**config.mk**
```make
export PLATFORM = sky130hd
export DESIGN_NAME = coeff_dequant_writer
export DESIGN_NICKNAME = d
export VERILOG_FILES = /design/src/rtl/coeff_dequant_writer.sv
export SDC_FILE = /design/constraint.sdc
export NUM_CORES = 1
export LEC_CHECK = 0
export BUFFER_PORTS_ARGS = -buffer_cell sky130_fd_sc_hd__buf_2
export CORE_MARGIN = 2
export CORE_UTILIZATION = 45
export CTS_CLUSTER_DIAMETER = 80
export DETAILED_ROUTE_END_ITERATION = 10
export GPL_TIMING_DRIVEN = 0
export PLACE_DENSITY = 0.6
export SLEW_MARGIN = 0
export SYNTH_ARGS = -nofsm -noshare
export SYNTH_HDL_FRONTEND = slang
export SYNTH_SLANG_ARGS = --single-unit
```
**constraint.sdc**
```tcl
create_clock -name Clock -period 6.9 [get_ports Clock]
set_clock_uncertainty 0.2 [all_clocks]
set_input_delay 1.38 -clock Clock [delete_from_list [all_inputs] [get_ports Clock]]
set_output_delay 1.38 -clock Clock [all_outputs]
set_load 0.01 [all_outputs]
```
**src/rtl/coeff_dequant_writer.sv**
```systemverilog
// coeff_dequant_writer: takes the zigzag-ordered quantized coefficient stream,
// dequantizes each value by a power-of-two shift and writes it into the
// pre-IDCT SRAM region in the block/row layout the IDCT fetch stage reads.
// Optional build macro: DEQUANT_SATURATE_EN (saturate to 16-bit signed
// instead of keeping the low 16 bits).
//
// Handshake: a coefficient is consumed on a rising edge where
// in_valid && in_ready; in_ready is high only in RUN. The matching SRAM write
// (SRAM_we_n=0 with registered address/data) appears in the very next cycle.
module coeff_dequant_writer #(
  parameter int PREIDCT_BASE = 76800,
  parameter int Y_WIDTH      = 320,
  parameter int UV_WIDTH     = 160,
  parameter int IMG_ROWS     = 240
) (
  input  logic        Clock,
  input  logic        Resetn,
  input  logic        Start,
  input  logic        Q_sel,
  input  logic        in_valid,
  input  logic [15:0] in_coeff,
  input  logic        in_eob,
  output logic        in_ready,
  output logic [17:0] SRAM_address,
  output logic [15:0] SRAM_write_data,
  output logic        SRAM_we_n,
  output logic        Busy,
  output logic        Done,
  output logic [1:0]  dbg_state
);

  localparam int Y_COLS  = Y_WIDTH / 8;
  localparam int UV_COLS = UV_WIDTH / 8;
  localparam int BROWS   = IMG_ROWS / 8;
  localparam int N_BLK   = BROWS * (Y_COLS + 2 * UV_COLS);

  localparam logic [17:0] Y_BASE   = 18'(PREIDCT_BASE);
  localparam logic [17:0] U_BASE   = 18'(PREIDCT_BASE + Y_WIDTH * IMG_ROWS);
  localparam logic [17:0] V_BASE   = 18'(PREIDCT_BASE + Y_WIDTH * IMG_ROWS + UV_WIDTH * IMG_ROWS);
  localparam logic [17:0] Y_PITCH  = 18'(Y_WIDTH);
  localparam logic [17:0] UV_PITCH = 18'(UV_WIDTH);
  localparam logic [7:0]  Y_COLS_M1  = 8'(Y_COLS - 1);
  localparam logic [7:0]  UV_COLS_M1 = 8'(UV_COLS - 1);
  localparam logic [7:0]  BROWS_M1   = 8'(BROWS - 1);
  localparam logic [11:0] LAST_BLK   = 12'(N_BLK - 1);

  typedef enum logic [1:0] {IDLE, RUN, FILL, FINISH} state_t;

  state_t      state, state_nxt;
  logic [5:0]  k;        // zigzag index within the block
  logic [11:0] blk;      // block number within the frame
  logic [1:0]  seg;      // 0=Y, 1=U, 2=V
  logic [7:0]  brow;     // block row within the segment
  logic [7:0]  bcol;     // block column within the segment
  logic        q_lat;

  logic        step, k_last, blk_last;
  logic [5:0]  pos;
  logic [2:0]  r, c, shamt;
  logic [3:0]  s;
  logic [17:0] seg_base, pitch, row18, addr_calc;
  logic [7:0]  cols_m1;
  logic [15:0] deq;

  // Zigzag index -> raster position (row*8 + col) within the 8x8 block.
  function automatic logic [5:0] zz_pos(input logic [5:0] idx);
    logic [5:0] p;
    p = 6'd0;
    case (idx)
      6'd0:  p = 6'd0;  6'd1:  p = 6'd1;  6'd2:  p = 6'd8;  6'd3:  p = 6'd16;
      6'd4:  p = 6'd9;  6'd5:  p = 6'd2;  6'd6:  p = 6'd3;  6'd7:  p = 6'd10;
      6'd8:  p = 6'd17; 6'd9:  p = 6'd24; 6'd10: p = 6'd32; 6'd11: p = 6'd25;
      6'd12: p = 6'd18; 6'd13: p = 6'd11; 6'd14: p = 6'd4;  6'd15: p = 6'd5;
      6'd16: p = 6'd12; 6'd17: p = 6'd19; 6'd18: p = 6'd26; 6'd19: p = 6'd33;
      6'd20: p = 6'd40; 6'd21: p = 6'd48; 6'd22: p = 6'd41; 6'd23: p = 6'd34;
      6'd24: p = 6'd27; 6'd25: p = 6'd20; 6'd26: p = 6'd13; 6'd27: p = 6'd6;
      6'd28: p = 6'd7;  6'd29: p = 6'd14; 6'd30: p = 6'd21; 6'd31: p = 6'd28;
      6'd32: p = 6'd35; 6'd33: p = 6'd42; 6'd34: p = 6'd49; 6'd35: p = 6'd56;
      6'd36: p = 6'd57; 6'd37: p = 6'd50; 6'd38: p = 6'd43; 6'd39: p = 6'd36;
      6'd40: p = 6'd29; 6'd41: p = 6'd22; 6'd42: p = 6'd15; 6'd43: p = 6'd23;
      6'd44: p = 6'd30; 6'd45: p = 6'd37; 6'd46: p = 6'd44; 6'd47: p = 6'd51;
      6'd48: p = 6'd58; 6'd49: p = 6'd59; 6'd50: p = 6'd52; 6'd51: p = 6'd45;
      6'd52: p = 6'd38; 6'd53: p = 6'd31; 6'd54: p = 6'd39; 6'd55: p = 6'd46;
      6'd56: p = 6'd53; 6'd57: p = 6'd60; 6'd58: p = 6'd61; 6'd59: p = 6'd54;
      6'd60: p = 6'd47; 6'd61: p = 6'd55; 6'd62: p = 6'd62; 6'd63: p = 6'd63;
      default: p = 6'd0;
    endcase
    return p;
  endfunction

  assign in_ready  = (state == RUN);
  assign Busy      = (state != IDLE);
  assign dbg_state = state;
  assign step      = ((state == RUN) && in_valid) || (state == FILL);
  assign k_last    = (k == 6'd63);
  assign blk_last  = (blk == LAST_BLK);
  assign pos       = zz_pos(k);
  assign r         = pos[5:3];
  assign c         = pos[2:0];
  assign s         = {1'b0, r} + {1'b0, c};

  // Segment base, pitch and blocks-per-row for the current block.
  always_comb begin
    seg_base = Y_BASE;
    pitch    = Y_PITCH;
    cols_m1  = Y_COLS_M1;
    case (seg)
      2'd1:    begin seg_base = U_BASE; pitch = UV_PITCH; cols_m1 = UV_COLS_M1; end
      2'd2:    begin seg_base = V_BASE; pitch = UV_PITCH; cols_m1 = UV_COLS_M1; end
      default: begin seg_base = Y_BASE; pitch = Y_PITCH;  cols_m1 = Y_COLS_M1;  end
    endcase
  end

  // Write address: base + (brow*8 + r)*pitch + bcol*8 + c.
  always_comb begin
    row18     = 18'({brow, 3'b000}) + 18'(r);
    addr_calc = seg_base + row18 * pitch + 18'({bcol, 3'b000}) + 18'(c);
  end

  // Shift amount from the frequency sum r+c and the latched matrix select.
  always_comb begin
    shamt = 3'd3;
    if (!q_lat) begin
      case (s)
        4'd0: shamt = 3'd3; 4'd1: shamt = 3'd2; 4'd2: shamt = 3'd3; 4'd3: shamt = 3'd3;
        4'd4: shamt = 3'd4; 4'd5: shamt = 3'd4;
        default: shamt = 3'd5;
      endcase
    end else begin
      case (s)
        4'd0: shamt = 3'd3; 4'd1: shamt = 3'd1; 4'd2: shamt = 3'd1; 4'd3: shamt = 3'd1;
        4'd4: shamt = 3'd2; 4'd5: shamt = 3'd2;
        default: shamt = 3'd3;
      endcase
    end
  end

`ifdef DEQUANT_SATURATE_EN
  logic signed [23:0] wide;
  // 24-bit signed shift, then clamp into the 16-bit signed range.
  always_comb begin
    wide = $signed({{8{in_coeff[15]}}, in_coeff}) <<< shamt;
    if (wide > 24'sd32767)       deq = 16'h7FFF;
    else if (wide < -24'sd32768) deq = 16'h8000;
    else                         deq = wide[15:0];
  end
`else
  // Wraparound: the low 16 bits of the 24-bit product equal a 16-bit shift.
  always_comb begin
    deq = in_coeff << shamt;
  end
`endif

  // State register.
  always_ff @(posedge Clock or negedge Resetn) begin
    if (!Resetn) state <= IDLE;
    else         state <= state_nxt;
  end

  // Next-state logic.
  always_comb begin
    state_nxt = state;
    case (state)
      IDLE:   if (Start) state_nxt = RUN;
      RUN: begin
        if (in_valid) begin
          if (k_last) begin
            if (blk_last) state_nxt = FINISH;
          end else if (in_eob) begin
            state_nxt = FILL;
          end
        end
      end
      FILL:   if (k_last) state_nxt = blk_last ? FINISH : RUN;
      FINISH: state_nxt = IDLE;
      default: state_nxt = IDLE;
    endcase
  end

  // Counters and registered SRAM write port.
  always_ff @(posedge Clock or negedge Resetn) begin
    if (!Resetn) begin
      k               <= 6'd0;
      blk             <= 12'd0;
      seg             <= 2'd0;
      brow            <= 8'd0;
      bcol            <= 8'd0;
      q_lat           <= 1'b0;
      SRAM_we_n       <= 1'b1;
      SRAM_address    <= 18'd0;
      SRAM_write_data <= 16'd0;
      Done            <= 1'b0;
    end else begin
      SRAM_we_n <= 1'b1;
      Done      <= (state == FINISH);
      if ((state == IDLE) && Start) begin
        k     <= 6'd0;
        blk   <= 12'd0;
        seg   <= 2'd0;
        brow  <= 8'd0;
        bcol  <= 8'd0;
        q_lat <= Q_sel;
      end
      if (step) begin
        SRAM_we_n       <= 1'b0;
        SRAM_address    <= addr_calc;
        SRAM_write_data <= (state == FILL) ? 16'd0 : deq;
        if (k_last) begin
          k   <= 6'd0;
          blk <= blk + 12'd1;
          if (bcol == cols_m1) begin
            bcol <= 8'd0;
            if (brow == BROWS_M1) begin
              brow <= 8'd0;
              seg  <= seg + 2'd1;
            end else begin
              brow <= brow + 8'd1;
            end
          end else begin
            bcol <= bcol + 8'd1;
          end
        end else begin
          k <= k + 6'd1;
        end
      end
    end
  end

endmodule

```
Word-level counts from Yosys, hierarchy flattened
Memories as Yosys holds them, arrays and structs flattened. Index checks and enable logic that the tools add are counted.

ROM bits: 384. Input bits: 22. Word-level logic and storage cells: 91. Memories: 1. Register bits: 75.

Memory list: (no name shown) (depth 64, bits a word 6, rd ports 1, clocked after Yosys merged registers in 0, write ports 0, RTL line 69) `case (idx)`.

Equality and inequality tests: 19. Multipliers: 1. Shift-type cells: 1. Mux-type cells: 36. Reduce and logical (&&, ||, !) cells: 12. Add/subtract/negate cells: 10.

Operators by type and width (count): 2-to-1 mux 8 bit (9); 2-to-1 mux 12 bit (3); one-hot mux 18 bit (2 select lines) (1); 2-to-1 mux 2 bit (12); 2-to-1 mux 6 bit (4); adder 18 x 11 -> 18 bit (1); adder 18 bit (1); adder 18 x 3 -> 18 bit (1); multiplier 12 x 18 -> 18 bit (1); adder 8 x 1 -> 8 bit, second input constant (2); 2-to-1 mux 16 bit (1); << shifter 16 x 3 -> 16 bit (1); adder 11 x 3 -> 12 bit (1); adder 12 x 1 -> 12 bit, second input constant (1); equality test 12 bit, second input constant (1); 2-to-1 mux 9 bit (1); one-hot mux 3 bit (3 select lines) (1); equality test 4 x 2 -> 1 bit, second input constant (2); equality test 4 x 3 -> 1 bit, second input constant (2); equality test 8 x 5 -> 1 bit, second input constant (1); equality test 8 bit (1); one-hot mux 2 bit (4 select lines) (1); adder 6 x 1 -> 6 bit, second input constant (1); equality test 2 bit, second input constant (3); 18 further kinds (26).

Depth between registers and ports, before layout
Gate-level depths: netlist of the first run. An unclocked memory read counts as a cell.

Word-level depth: 8. Depth in mapped cells: 25. Mapped depth without buffers: 24.

Worst setup path after synthesis of the first run
OpenSTA, ideal clock, no wires.

Path kind: register -> register. Start: reg k[0]. End: reg SRAM_address[16]. Setup slack: 1001 ps. Path buffers: 1. Clock period less this slack: 5899 ps. Data arrival time: 5564 ps. Library setup time: 135 ps. Stages on the path, launching flop included: 23. Cell sequence: dfrtp_1 clkbuf_1 inv_1 ha_1 nor2b_1 o31ai_1 o22ai_1 a221oi_1 a21oi_1 ha_1 inv_1 fa_1 inv_1 ha_1 fa_1 ha_1 ha_1 a211o_1 a211oi_1 o21ai_0 a31oi_1 xor2_1 o21ai_0.

Longest elaborated chain between the ends: 6.

Ends and longest elaborated chain: start, declared (RTL line 50) `logic [5:0] k;`; start signal, assigned (RTL line 223) `k <= k + 6'd1;`; memory read (64 x 6 bit) (*); adder 11 x 3 -> 12 bit (RTL line 116) `row18 = 18'({brow, 3'b000}) + 18'(r);`; multiplier 12 x 18 -> 18 bit (RTL line 117) `addr_calc = seg_base + row18 * pitch + 18'({bcol, 3'b000}) + 18'(c);`; adder 18 bit (RTL line 117); adder 18 x 11 -> 18 bit (RTL line 117); adder 18 x 3 -> 18 bit (*) (RTL line 117); end signal, assigned (RTL line 206) `SRAM_address <= addr_calc;`; end, declared (RTL line 24) `output logic [17:0] SRAM_address,`.

Every way passes the cells marked *; elsewhere a longest branch is shown, timed or not. A chain may end at the register's enable or synchronous reset.

Final worst setup path of the first run
Start: reg k[0]. End: reg SRAM_address[17].

Same word-level chain as after synthesis.

==> results.cfg, run 1 <==
[global_route]
antenna_found_initial = 0
gr-total-overflow = 0
first_global_vias = 5364
grtUsageTotal_pct = 22.1
grt_max_degree = 51
grt_first_pass_wirelength_um = 26100

[route]
ant_nets = 0
vias = 5412
drc_errors = 0
drt_iter0_markers = 349
drtPass1Iterations = 5
wirelength_um = 15800
vias_per_cell = 5.55
wire_per_inst_um = 16.2

[yosys]
ys_seq_area_share_pct = 29.7
synth_cell_type_count = 72
synth_top_area_share_pct = 29.3
synth_top_cells_by_area = dfrtp_1, ha_1, fa_1
avgSynthCellArea_um2 = 8.87
syn_area_um2 = 6310
synth_ff_type = dfrtp_1
synth_edf_count = 0
synthArstFlopShare_pct = 100
synth_seq_cells = 75
ys.warnings.count = 0
syn_inst = 712
synth_top_cell_by_area = dfrtp_1

[worst_setup_path]
cp_top_family = adder cells
cp_max_fo = 10
reg2reg_from = k[0]
cp.depth = 22
crit_end = SRAM_address[17]
path_class = reg2reg
cpPeakStageDelay_ns = 0.49
cp_num_buf_inv = 4
critPathArrivalTime_ns = 6.56
crit_slowest_cell = fa_1
crit_path_start = k[0]
crit_path_cell_trace = clkbuf_2, inv_1, ha_1, nor2b_2, o31ai_1, o22ai_1, a221oi_4, a21oi_1, ha_1, inv_1, fa_1, inv_1, ha_1, fa_1, ha_1, fa_1, a211oi_1, o21a_1, o21ai_0, a31oi_1, xnor2_1, o21ai_0
startpoint_type = flip-flop
reg2reg_to = SRAM_address[17]
cp-end-kind = flip-flop
reg2reg_depth = 22
worst_ep_required_time_ns = 6.90
crit_top_cell = ha_1
reg2reg_slack_ns = 0.34

[cells_and_area]
layout_commonest_cell = nand2_1
fillCellCount = 1342
layout-drive-gt1-share_pct = 15.6
fin_nets = 901
final_cell_mix = nand2_1, dfrtp_1, ha_1
n_antenna_cell = 0
syn2layout_area_growth_pct = 14.4

[pwr]
power_leakage_nw = 3.60
pwr_density_cell_nw_per_um2 = 342
ir_drop_uv = 261

[outcome]
status = finished clean

[job]
cap_violations = 0

[timing]
layout_min_cycle_time_ns = 6.56
fin_crit_sh_pct = 95.1
max_freq_ghz = 0.152
slew_headroom_pct = 47.8
hold_slack_ns = 0.266
finalHoldViolations = 0
setup_viol = 0
tightest_slew_ns = 0.778
maxSlewViolCount = 0
rsz0062_at_grt = false
setup_tns_ns = 0

[floorplanning]
dieArea_um2 = 15000
num_rows = 43
die_h_um = 122
die_x_um = 122
core-area_um2 = 13800
pin_count = 62
start_util_pct = 45.8

[clock_network]
cts-root-buf = clkbuf_16
htree_levels = 3
cts_sinks = 75
cts_buffers = 9
cts_tree = done
clkLatencyLatePin_ns = 0.35
clk_pin_slew_ns = 0.06
cts_buffer_depth = 2

[placed_design]
io_buffers = 61
gp_congestion = 0.939
hpwlAfterDp_um = 12200

[worst_hold_path]
hold_class = reg2reg
[kinds of logic (layout without fill, tap and decap cells)]
logic type / after synthesis / in the layout / synth area share [%]
AND/OR/NAND/NOR: 241 / 241 / 18.8
other: 2 / 3 / 0.119
AO/OA/AOI/OAI: 163 / 163 / 16.9
XOR/XNOR: 18 / 18 / 2.50
flip-flops: 75 / 75 / 29.7
multiplexers: 36 / 36 / 6.20
adder cells (fa/ha/maj): 89 / 89 / 20.1
buffers and inverters: 88 / 170 / 5.59
[cell usage after synthesis (all sizes together) (3+ instances only)]
cell type  instances
nand2             86
dfrtp             74
ha                68
o21ai             58
nor2              54
inv               53
a21oi             34
mux2i             29
clkbuf            23
fa                21
nand3             16
nand2b            14
nor2b             12
buf               11
nor3              11
and2              10
and3              10
o31ai              9
xnor2              9
xor2               9
or2                7
a221o              6
a31oi              6
a21o               5
mux2               5
o211ai             5
a211oi             4
a32o               4
nand4              4
o21a               4
o22ai              4
nor3b              3
o221ai             3
o32ai              3
or4b               3
[power by group]
part	internal (mW)	leakage, nW	switching (mW)
Clock	0.253	0.130	0.199
Sequential	0.533	0.989	0.0696
Combinational	0.582	2.48	0.837
[worst min-delay path by stage]
stage	from	end	slack (ns)	cells past startpoint
after detailed placement	SRAM_address[3]	SRAM_address[3]	0.25	2
final	SRAM_address[3]	SRAM_address[3]	0.27	2
after CTS	SRAM_address[3]	SRAM_address[3]	0.27	2
after global routing	SRAM_address[3]	SRAM_address[3]	0.30	2
after floorplan	blk[4]	blk[4]	0.25	1
after global placement	SRAM_address[8]	SRAM_address[8]	0.25	2
[per-layer routing]
layer,track usage (%),up-vias,wire (um)
met2,38.5,118,7650
met1,27.4,2633,7180
li1,-,2640,-
met4,6.25,0,238
met3,4.88,21,732
met5,0,-,0
[worst reg2reg max path, delay by kind of cell (launching register included)]
family          cells  cell delay, ns
buf+inv             4            0.53
fa+ha+maj           7            2.80
xor+xnor            1            0.14
simple gates        1            0.22
flops               1            0.47
compound gates      9            2.05
[timing repair]
| action | in CTS | in global routing |
|---|---|---|
| pin swaps | 0 | 0 |
| hold endpoints to repair | 0 | 0 |
| setup endpoints to repair | 4 | 5 |
| setup buffers | 0 | 4 |
| hold buffers | 0 | 0 |
| gates resized for setup | 2 | 6 |
[cell type report]
cell class / count / area, um2 / area share [%]
multi-input combinational: 550 / 4120 / 57.0
sequential: 75 / 1880 / 26.0
timing repair buffer: 66 / 365 / 5.06
clock buffer: 10 / 239 / 3.31
tap: 180 / 225 / 3.12
inverter: 54 / 206 / 2.86
buffer: 34 / 151 / 2.10
clock inverter: 6 / 41.3 / 0.571
[flip-flops by register name, indices dropped and copies added (netlist names)]
register	cells
SRAM_write_data	16
brow	8
blk	12
Done	1
dbg_state	2
SRAM_address	18
bcol	8
k	6
SRAM_we_n	1
q_lat	1
seg	2
[per-stage QoR]
step	power, mW	cell area [um2]	util, %	worst slack (ns)	std cells
floorplan	1.60	6320	-	1.00	713
global placement	1.96	6850	49.7	-0.143	954
detailed placement	2.00	6880	49.9	-0.172	955
CTS	2.46	7170	52.1	0.0177	971
global route	2.68	7230	52.5	0.00384	975
finish	2.47	7230	52.5	0.339	975
Power figures use the tool's default switching activity.
==> run 2: changes to the inputs <==
CORE_ASPECT_RATIO = 0.7   (was default)
==> run 2 against run 1 <==
  * Combinational power about the same
  * Sequential share of layout area fell by 0.095 points
  * Final cell count up 0.82%
  * Critical path depth is the same
  * Clock power is 10% higher
  * Count of clock-buffer cells in the layout is the same
  * Wire length shrank 0.34%
  * Sequential cell count is the same
==> results.cfg, run 2 (same netlist as run 1, synthesis figures left out) <==
[floorplanning]
pin_count = 62
dieArea_um2 = 15000
num_rows = 36
start_util_pct = 45.7
core-area_um2 = 13800
die_h_um = 103
die_x_um = 146

[cells_and_area]
final_core_util_pct = 52.5
multi_input_area_um2 = 4120
final_cell_mix = nand2_1, dfrtp_1, ha_1
fin_nets = 899
seq_area_um2 = 1880
largest_reg_flops = 18
layout_commonest_cell = nand2_1
regMostFlops = SRAM_address
fillCellCount = 1300
reg_top3 = SRAM_address (18), SRAM_write_data (16), blk (12)
finalInstanceArea_um2 = 7260
syn2layout_area_growth_pct = 14.9
layout-drive-gt1-share_pct = 15.6
n_antenna_cell = 0

[timing]
tightest_slew_ns = 0.822
hold_slack_ns = 0.259
fin_crit_sh_pct = 94.6
maxSlewViolCount = 0
max_freq_ghz = 0.153
slew_headroom_pct = 45.2
finalHoldViolations = 0
setup_viol = 0
rsz0062_at_grt = false
layout_min_cycle_time_ns = 6.53

[worst_setup_path]
cpPeakStageDelay_ns = 0.51
reg2reg_slack_ns = 0.37
reg2reg_to = SRAM_address[16]
cp-end-kind = flip-flop
crit_slowest_cell = fa_1
crit_end = SRAM_address[16]
crit_path_start = k[0]
worst_ep_required_time_ns = 6.90
startpoint_type = flip-flop
crit_path_cell_trace = clkbuf_2, inv_1, ha_1, nor2b_2, o31ai_1, o22ai_1, a221oi_2, a21oi_1, ha_1, inv_1, fa_1, inv_1, ha_1, fa_1, ha_1, ha_1, a211o_1, a211oi_2, o21ai_0, a31oi_1, xor2_1, o21ai_0
cp_max_fo = 10
crit_top_cell = ha_1
reg2reg_from = k[0]
reg2reg_depth = 22
path_class = reg2reg
critPathArrivalTime_ns = 6.53

[global_route]
grtUsageTotal_pct = 21.3
gr-total-overflow = 0
antenna_found_initial = 0
grt_max_degree = 67
grt_first_pass_wirelength_um = 25500
first_global_vias = 5045

[worst_hold_path]
hold_class = reg2reg

[clock_network]
cts_buffers = 9
cts_sinks = 75
clkLatencyLatePin_ns = 0.35
cts-root-buf = clkbuf_16
clk_pin_slew_ns = 0.06
cts_tree = done
htree_levels = 3
hold_buffers = 0
cts_buffer_depth = 2

[pwr]
report.power.total_mw = 2.52
pwr_density_cell_nw_per_um2 = 347
ir_drop_uv = 230
power_leakage_nw = 3.60

[route]
vias = 5344
drt_iter0_markers = 265
wire_per_inst_um = 16.0
wl_met3_um = 737
ant_nets = 0
wl_met2_um = 6510
drt-met1-wl_um = 8230
wirelength_um = 15700
drtPass1Iterations = 5
drc_errors = 0
vias_per_cell = 5.44
highest-signal-layer = met4

[outcome]
status = finished clean

[placed_design]
gp_congestion = 0.872
place_area_um2 = 6890
io_buffers = 61
hpwlAfterDp_um = 12200

[job]
cap_violations = 0
[run 2: worst max-delay path: cells and delay by family (launching register included)]
family / cells / cell delay, ns
fa+ha+maj: 7 / 2.67
xor+xnor: 1 / 0.17
flops: 1 / 0.49
compound gates: 9 / 2.07
buf+inv: 4 / 0.54
simple gates: 1 / 0.22
[run 2: cell type report]
| class | instances | share of cell area [%] |
|---|---|---|
| multi-input combinational | 550 | 56.8 |
| sequential | 75 | 25.9 |
| timing repair buffer | 64 | 4.83 |
| clock buffer | 10 | 3.29 |
| tap | 190 | 3.28 |
| inverter | 54 | 2.84 |
| buffer | 34 | 2.09 |
| clock inverter | 6 | 0.948 |
[run 2: per-stage QoR]
stage | instances | setup TNS [ns] | setup slack (ns)
3_3_place_gp | 964 | -0.359 | -0.153
2_1_floorplan | 713 | 0 | 1.00
4_1_cts | 981 | 0 | 0.167
5_1_grt | 983 | 0 | 0.0360
3_5_place_dp | 965 | -0.722 | -0.245
6_report | 983 | 0 | 0.374
[run 2: where the power goes]
| part | leakage [nW] | internal [mW] | switching [mW] |
|---|---|---|---|
| clock network | 0.150 | 0.293 | 0.205 |
| logic | 2.47 | 0.583 | 0.833 |
| registers | 0.987 | 0.533 | 0.0682 |
[run 2: timing repair]
| item | in CTS | in global routing |
|---|---|---|
| pin swaps | 0 | 1 |
| setup endpoints to repair | 4 | 4 |
| gates resized for setup | 3 | 6 |
| hold endpoints to repair | 0 | 0 |
| setup buffers | 0 | 2 |
[run 2: worst min-delay path by stage]
stage | endpoint | slack [ns] | depth (start not counted) | from
2_1_floorplan | blk[4] | 0.25 | 1 | blk[4]
3_3_place_gp | SRAM_address[6] | 0.25 | 2 | SRAM_address[6]
3_5_place_dp | SRAM_address[5] | 0.25 | 2 | SRAM_address[5]
4_1_cts | SRAM_address[5] | 0.26 | 2 | SRAM_address[5]
5_1_grt | SRAM_address[7] | 0.29 | 2 | SRAM_address[7]
6_report | SRAM_address[5] | 0.26 | 2 | SRAM_address[5]
[run 2: metal layers]
metal | vias to the layer above | GRT usage [%]
met4 | 0 | 6.26
met5 | - | 0
li1 | 2637 | -
met2 | 146 | 30.9
met3 | 20 | 4.25
met1 | 2541 | 32.2
